File: src/rtl/branch_compare_seq_pkg.sv
// Shared types and encodings for the chunked branch comparator: FSM states,
// condition codes, branch encodings and the condition-versus-branch decode.
package branch_compare_seq_pkg;

    typedef enum logic [1:0] {
        S_IDLE = 2'b00,
        S_SCAN = 2'b01,
        S_HOLD = 2'b10
    } state_t;

    localparam logic [2:0] CMP_EQ = 3'b000;
    localparam logic [2:0] CMP_NE = 3'b001;
    localparam logic [2:0] CMP_LT = 3'b010;
    localparam logic [2:0] CMP_GE = 3'b011;
    localparam logic [2:0] CMP_GT = 3'b100;
    localparam logic [2:0] CMP_LE = 3'b101;

    localparam logic [1:0] BR_EQ = 2'b00;
    localparam logic [1:0] BR_LT = 2'b01;
    localparam logic [1:0] BR_GT = 2'b10;

    // Codes 11x fall through to "never taken".
    function automatic logic eval_taken(input logic [2:0] c, input logic [1:0] br);
        case (c)
            CMP_EQ:  return br == BR_EQ;
            CMP_NE:  return br != BR_EQ;
            CMP_LT:  return br == BR_LT;
            CMP_GE:  return br != BR_LT;
            CMP_GT:  return br == BR_GT;
            CMP_LE:  return br != BR_GT;
            default: return 1'b0;
        endcase
    endfunction

endpackage

File: src/rtl/branch_compare_seq_cmp_chunk.sv
// Combinational unsigned magnitude compare of one CHUNK-bit slice,
// producing the 2-bit branch encoding.
module cmp_chunk
    import branch_compare_seq_pkg::*;
#(
    parameter int CHUNK = 4
) (
    input  logic [CHUNK-1:0] a,
    input  logic [CHUNK-1:0] b,
    output logic [1:0]       br
);

    always_comb begin
        if (a < b)      br = BR_LT;
        else if (a > b) br = BR_GT;
        else            br = BR_EQ;
    end

endmodule

File: src/rtl/branch_compare_seq.sv
// Multi-cycle OP1/R15 branch comparator: scans CHUNK bits per cycle from the
// MSB end, stops at the first differing chunk and holds the result until taken.
module branch_compare_seq
    import branch_compare_seq_pkg::*;
#(
    parameter int WIDTH = 16,
    parameter int CHUNK = 4
) (
    input  logic             clk,
    input  logic             rst,
    input  logic             flush,
    input  logic             in_valid,
    output logic             in_ready,
    input  logic [WIDTH-1:0] op1,
    input  logic [WIDTH-1:0] r15,
    input  logic             signed_mode,
    input  logic [2:0]       cond,
    output logic             out_valid,
    input  logic             out_ready,
    output logic [1:0]       branch,
    output logic             taken
);

    localparam int NCHUNK = WIDTH / CHUNK;
    localparam int IDX_W  = (NCHUNK > 1) ? $clog2(NCHUNK) : 1;
    localparam logic [IDX_W-1:0] IDX_TOP = IDX_W'(NCHUNK - 1);

    if (WIDTH % CHUNK != 0) begin : g_width_check
        $error("branch_compare_seq: WIDTH must be a multiple of CHUNK");
    end

    state_t           state, next_state;
    logic [IDX_W-1:0] idx;
    logic [WIDTH-1:0] op_a, op_b;
    logic [2:0]       cond_q;
    logic [1:0]       chunk_br;
    logic             load, step, finish;

    cmp_chunk #(.CHUNK(CHUNK)) u_cmp (
        .a  (op_a[idx*CHUNK +: CHUNK]),
        .b  (op_b[idx*CHUNK +: CHUNK]),
        .br (chunk_br)
    );

    // NOTE: every output of a combinational block gets a default first so no
    // path through the case leaves it unassigned, which would infer a latch.
    always_comb begin
        next_state = state;
        load       = 1'b0;
        step       = 1'b0;
        finish     = 1'b0;
        case (state)
            S_IDLE: if (in_valid) begin
                next_state = S_SCAN;
                load       = 1'b1;
            end
            S_SCAN: if (chunk_br != BR_EQ || idx == '0) begin
                next_state = S_HOLD;
                finish     = 1'b1;
            end else begin
                step = 1'b1;
            end
            S_HOLD: if (out_ready) next_state = S_IDLE;
            default: next_state = S_IDLE;
        endcase
    end

    // NOTE: sequential state uses non-blocking assignments so every register
    // samples pre-edge values regardless of statement order.
    always_ff @(posedge clk) begin
        if (rst)        state <= S_IDLE;
        else if (flush) state <= S_IDLE;
        else            state <= next_state;
    end

    always_ff @(posedge clk) begin
        if (rst) begin
            idx    <= IDX_TOP;
            branch <= BR_EQ;
            taken  <= 1'b0;
        end else if (flush) begin
            idx <= IDX_TOP;
        end else begin
            if (load) idx <= IDX_TOP;
            if (step) idx <= idx - 1'b1;
            if (finish) begin
                branch <= chunk_br;
                taken  <= eval_taken(cond_q, chunk_br);
            end
        end
    end

    // NOTE: operand registers carry no reset; they are only read after a load,
    // so resetting them would cost reset fan-out for no behavioural benefit.
    // Flipping both MSBs maps two's-complement order onto unsigned order.
    always_ff @(posedge clk) begin
        if (load && !rst && !flush) begin
            op_a   <= {op1[WIDTH-1] ^ signed_mode, op1[WIDTH-2:0]};
            op_b   <= {r15[WIDTH-1] ^ signed_mode, r15[WIDTH-2:0]};
            cond_q <= cond;
        end
    end

    assign in_ready  = (state == S_IDLE) && !rst;
    assign out_valid = (state == S_HOLD);

endmodule

File: config.mk
export PLATFORM = sky130hd
export DESIGN_NAME = branch_compare_seq
export DESIGN_NICKNAME = d
export VERILOG_FILES = /design/src/rtl/branch_compare_seq_pkg.sv /design/src/rtl/branch_compare_seq_cmp_chunk.sv /design/src/rtl/branch_compare_seq.sv
export SDC_FILE = /design/constraint.sdc
export NUM_CORES = 1
export LEC_CHECK = 0
export ABC_CLOCK_PERIOD_IN_PS = 2700
export CORE_MARGIN = 5
export CORE_UTILIZATION = 43
export DETAILED_ROUTE_END_ITERATION = 7
export MAX_ROUTING_LAYER = met4
export PLACE_DENSITY = 0.75
export RECOVER_POWER = 50
export SKIP_CTS_REPAIR_TIMING = 1
export SLEW_MARGIN = 10
export SYNTH_ARGS = -nofsm -noshare
export SYNTH_HDL_FRONTEND = slang
export SYNTH_HIERARCHICAL = 1
export SYNTH_SLANG_ARGS = --single-unit
File: constraint.sdc
create_clock -name clk -period 2.7 [get_ports clk]
set_clock_uncertainty 0.2 [all_clocks]
set_input_delay 0.54 -clock clk [delete_from_list [all_inputs] [get_ports clk]]
set_output_delay 0.54 -clock clk [all_outputs]
set_load 0.01 [all_outputs]
==> impl_summary.md <==
CTS
The cell sitting at the root of the clock tree is a clkbuf_8. The number of buffers between clock root and the deepest sink is 2. For the worst-skew pair, the clock arrives at the later sink with an insertion delay of 0.28 ns. The level count of the clock H-tree is 2. Counting every sink on the clock net gives 42.

The TritonCTS clock tree is done. Clock-pin slew was measured on the worst setup and hold paths at 0.08 ns. Clock tree synthesis inserted a total of 5 buffers.

Setup path
The class of the most critical setup path is reg2reg. For the worst setup path, the data arrival time is 2.88 ns. The setup check on the worst reg-to-reg path leaves a slack of -0.17 ns.

The critical path starts at idx[0]. The cell with the biggest individual delay on the critical path is mux4_2. Along the worst path, the maximum fanout reaches 5. The element type at the critical path end is a register. For this run, the slowest stage of the critical path takes 0.52 ns. The family with the most delay on the worst path is simple AND/OR/NAND/NOR gates. Data on the critical path is required at its endpoint by 2.71 ns.

The number of buffers and inverters on the critical path is 1. In this run the number of cells on the critical path is 10. In this run the worst setup path terminates at taken. The kind of start point of the critical path is a register. Walking the worst path, the cells encountered are buf_12, mux4_2, ha_4, nand2_2, o21bai_4, and2_4, xor2_1, or4_1, o311a_1, a211oi_2. The worst register-to-register path ends at taken.

In this run the critical register-to-register path is launched from idx[0]. Measured in cells, the most critical reg-to-reg path has a length of 10.

Synthesis
The sequential share of the synthesized area is 0.6685. After synthesis, the mean cell area works out to 16.35 um2. Yosys attributes the largest share of cell area to edfxtp_1, mux4_2, dfxtp_1.

The number of library cell types mapped by synthesis is 32. Of all flip-flops after synthesis, the portion carrying an async set or reset was 0. Yosys instantiated no cell more often than edfxtp_1. In this run, synthesis produced a sequential element count of 42. The commonest register cell after synthesis is edfxtp_1. Counting every instance in the synthesized netlist gives 109. The area share of the largest cell type after synthesis is 0.5899. The post-synth net total is 155. The commonest cells after synthesis are edfxtp_1, inv_1, mux4_2. The Yosys step of the flow raised 6 warnings. The number of flops mapped to enable cells by yosys is 35. edfxtp_1 takes more of the synthesized area than any other cell.

The total standard cell area after synthesis is 1782 um2.

GRT
The via count of the first global-routing pass is 1171. The remaining global-route overflow is 0. The largest net degree at the start of global routing is 24.

The first global-routing pass estimated 5237 um of wire. The combined global-route utilization of all metal layers is 0.1318. The initial antenna violation count was 0.

Floorplanning
In this run the vertical extent of the chip is 74.37 um. For this configuration, the core starts out at a cell density of 0.4454. The number of cell rows is 23. The die outline width is 74.37 um.

The full die area is 5531 um2. During I/O placement, the number of pins put on the boundary was 46. The standard cell core area is 4000 um2.

Pwr
For this design the ratio of total power to cell area is 517.0 nW/um2. The worst-case IR drop observed on VDD is 0.0003485 V. Summed over all cells, the static leakage comes to 0.9625 nW.

Detailed routing
Summing over every cut layer, the via total after detailed routing is 1138. The post-route DRC violation count is 0. Wires add up to 3336 um. After the first detailed-routing iteration, the DRC count stood at 41. Once detail routing completed, the nets flagged for antenna violations numbered 0. The first TritonRoute pass finished after 4 iterations. The wire length per cell is 14.96 um.

The detailed-route vias per instance is 5.103.

STA
Across all hold checks on the routed design, the worst slack comes to 0.3014 ns. The max-slew headroom at the worst pin is 0.7626. Setup repair after global routing could not meet its margin everywhere.

The pin slew with the least headroom to its limit is 0.3535 ns. The count of pins over their slew limit came to 0. After layout, the minimum clock period comes to 2.874 ns.

Dividing the final minimum period by the clock period gives 1.065. The number of failing hold endpoints at the final stage is 0. The post-route worst setup slack is -0.1743 ns. The final setup violation count is 6.

The highest clock rate is 0.3479 GHz.

Final layout
The count of inserted antenna diode cells is 0. The net count of the finished layout is 218. The layout overhead on the synthesized area is 45.79%. The fraction of final layout cells sized beyond drive strength 1 is 0.2659.

Run status
The final reports fail on negative setup slack. The run finished, with violations left.

Job
The count of maximum capacitance violations is 0.

Place
Routability-driven placement finished with a final weighted congestion of 0.7085. The count of buffers inserted at the top-level ports is 45. The half-perimeter wire length of the detailed placement result is 2413 um. The pre-CTS worst setup slack is -0.2367 ns.

Worst hold path
The worst hold-check path type is reg2reg.
## final cells by class
| class | count | area (um2) |
|---|---|---|
| clock buffer | 5 | 68.82 |
| clock inverter | 3 | 40.04 |
| fill | 283 | 1403 |
| inverter | 9 | 33.78 |
| multi-input combinational | 55 | 624.3 |
| sequential | 42 | 1196 |
| tap | 50 | 62.56 |
| timing repair buffer | 59 | 571.8 |
## layer usage
layer,up-vias,track usage,wire length [um]
met5,-,-,0
met4,0,0.04150,55
met3,6,0.04730,268
met2,44,0.2117,1717
met1,545,0.1551,1294
li1,543,-,-
## power by group
| group | internal, W | total, W | switching, W |
|---|---|---|---|
| clock | 0.000272 | 0.000471 | 0.000199 |
| sequential | 0.000721 | 0.000729 | 0.00000731 |
| combinational | 0.0000901 | 0.000144 | 0.0000534 |
## cells in the final DEF, fill, tap and decap left out, types with 2 or more instances in the layout
cell / netlist / final
nor2b_1: 3 / 3
edfxtp_1: 35 / 35
clkdlybuf4s50_1: 0 / 9
nor3_1: 2 / 2
o21ai_0: 2 / 2
buf_4: 0 / 12
mux4_2: 8 / 8
xor2_1: 3 / 3
and3_1: 2 / 2
clkbuf_8: 0 / 5
dlygate4sd3_1: 0 / 36
dfxtp_1: 7 / 5
clkinv_2: 0 / 2
inv_1: 9 / 8
ha_1: 5 / 3
nand2_1: 3 / 2
mux2i_1: 3 / 3
ha_4: 0 / 2
nor2_1: 7 / 7
## registers in the layout (all words and copies together), names as in the netlist
| signal | count |
|---|---|
| taken | 1 |
| state | 2 |
| cond_q | 3 |
| op_b | 16 |
| idx | 2 |
| op_a | 16 |
| branch | 2 |
## stage by stage
| stage | TNS (ns) | total power (W) | instances | instance area (um2) | util |
|---|---|---|---|---|---|
| floorplan | -0.06693 | 0.0007989 | 109 | 1837 | - |
| global placement | -0.8079 | 0.0008783 | 208 | 2382 | 0.5956 |
| detailed placement | -1.294 | 0.0008838 | 208 | 2382 | 0.5956 |
| CTS | -1.474 | 0.001362 | 216 | 2491 | 0.6228 |
| global route | -1.350 | 0.001397 | 223 | 2597 | 0.6494 |
| finish | -0.4461 | 0.001343 | 223 | 2597 | 0.6494 |
## worst reg2reg max path: stages, from the launching register on
cell and delay (ns):
dfxtp_4 0.38, buf_12 0.12, mux4_2 0.52, ha_4 0.30, nand2_2 0.05, o21bai_4 0.17
and2_4 0.16, xor2_1 0.17, or4_1 0.40, o311a_1 0.14, a211oi_2 0.17
## how the worst min path moves through the flow
stage / start / end / slack (ns) / depth (start not counted)
2_1_floorplan: branch[0] / branch[0] / 0.33 / 2
3_3_place_gp: branch[0] / branch[0] / 0.28 / 2
3_5_place_dp: branch[1] / branch[1] / 0.29 / 2
4_1_cts: branch[1] / branch[1] / 0.31 / 2
5_1_grt: branch[1] / branch[1] / 0.36 / 2
6_report: branch[1] / branch[1] / 0.30 / 2
## logic make-up (layout without fill, tap and decap cells)
family                     after synthesis  in the layout  synth area share
and+or+nand+nor                         24             24           0.08357
muxes                                   11             11            0.1180
AOI/OAI and AO/OA                       11             11           0.04846
DFF                                     42             42            0.6685
buffers and inverters                   12             76           0.02668
xor gates and xnor gates                 4              4           0.01967
adders and majority gates                5              5           0.03511
Power figures use the tool's default switching activity.
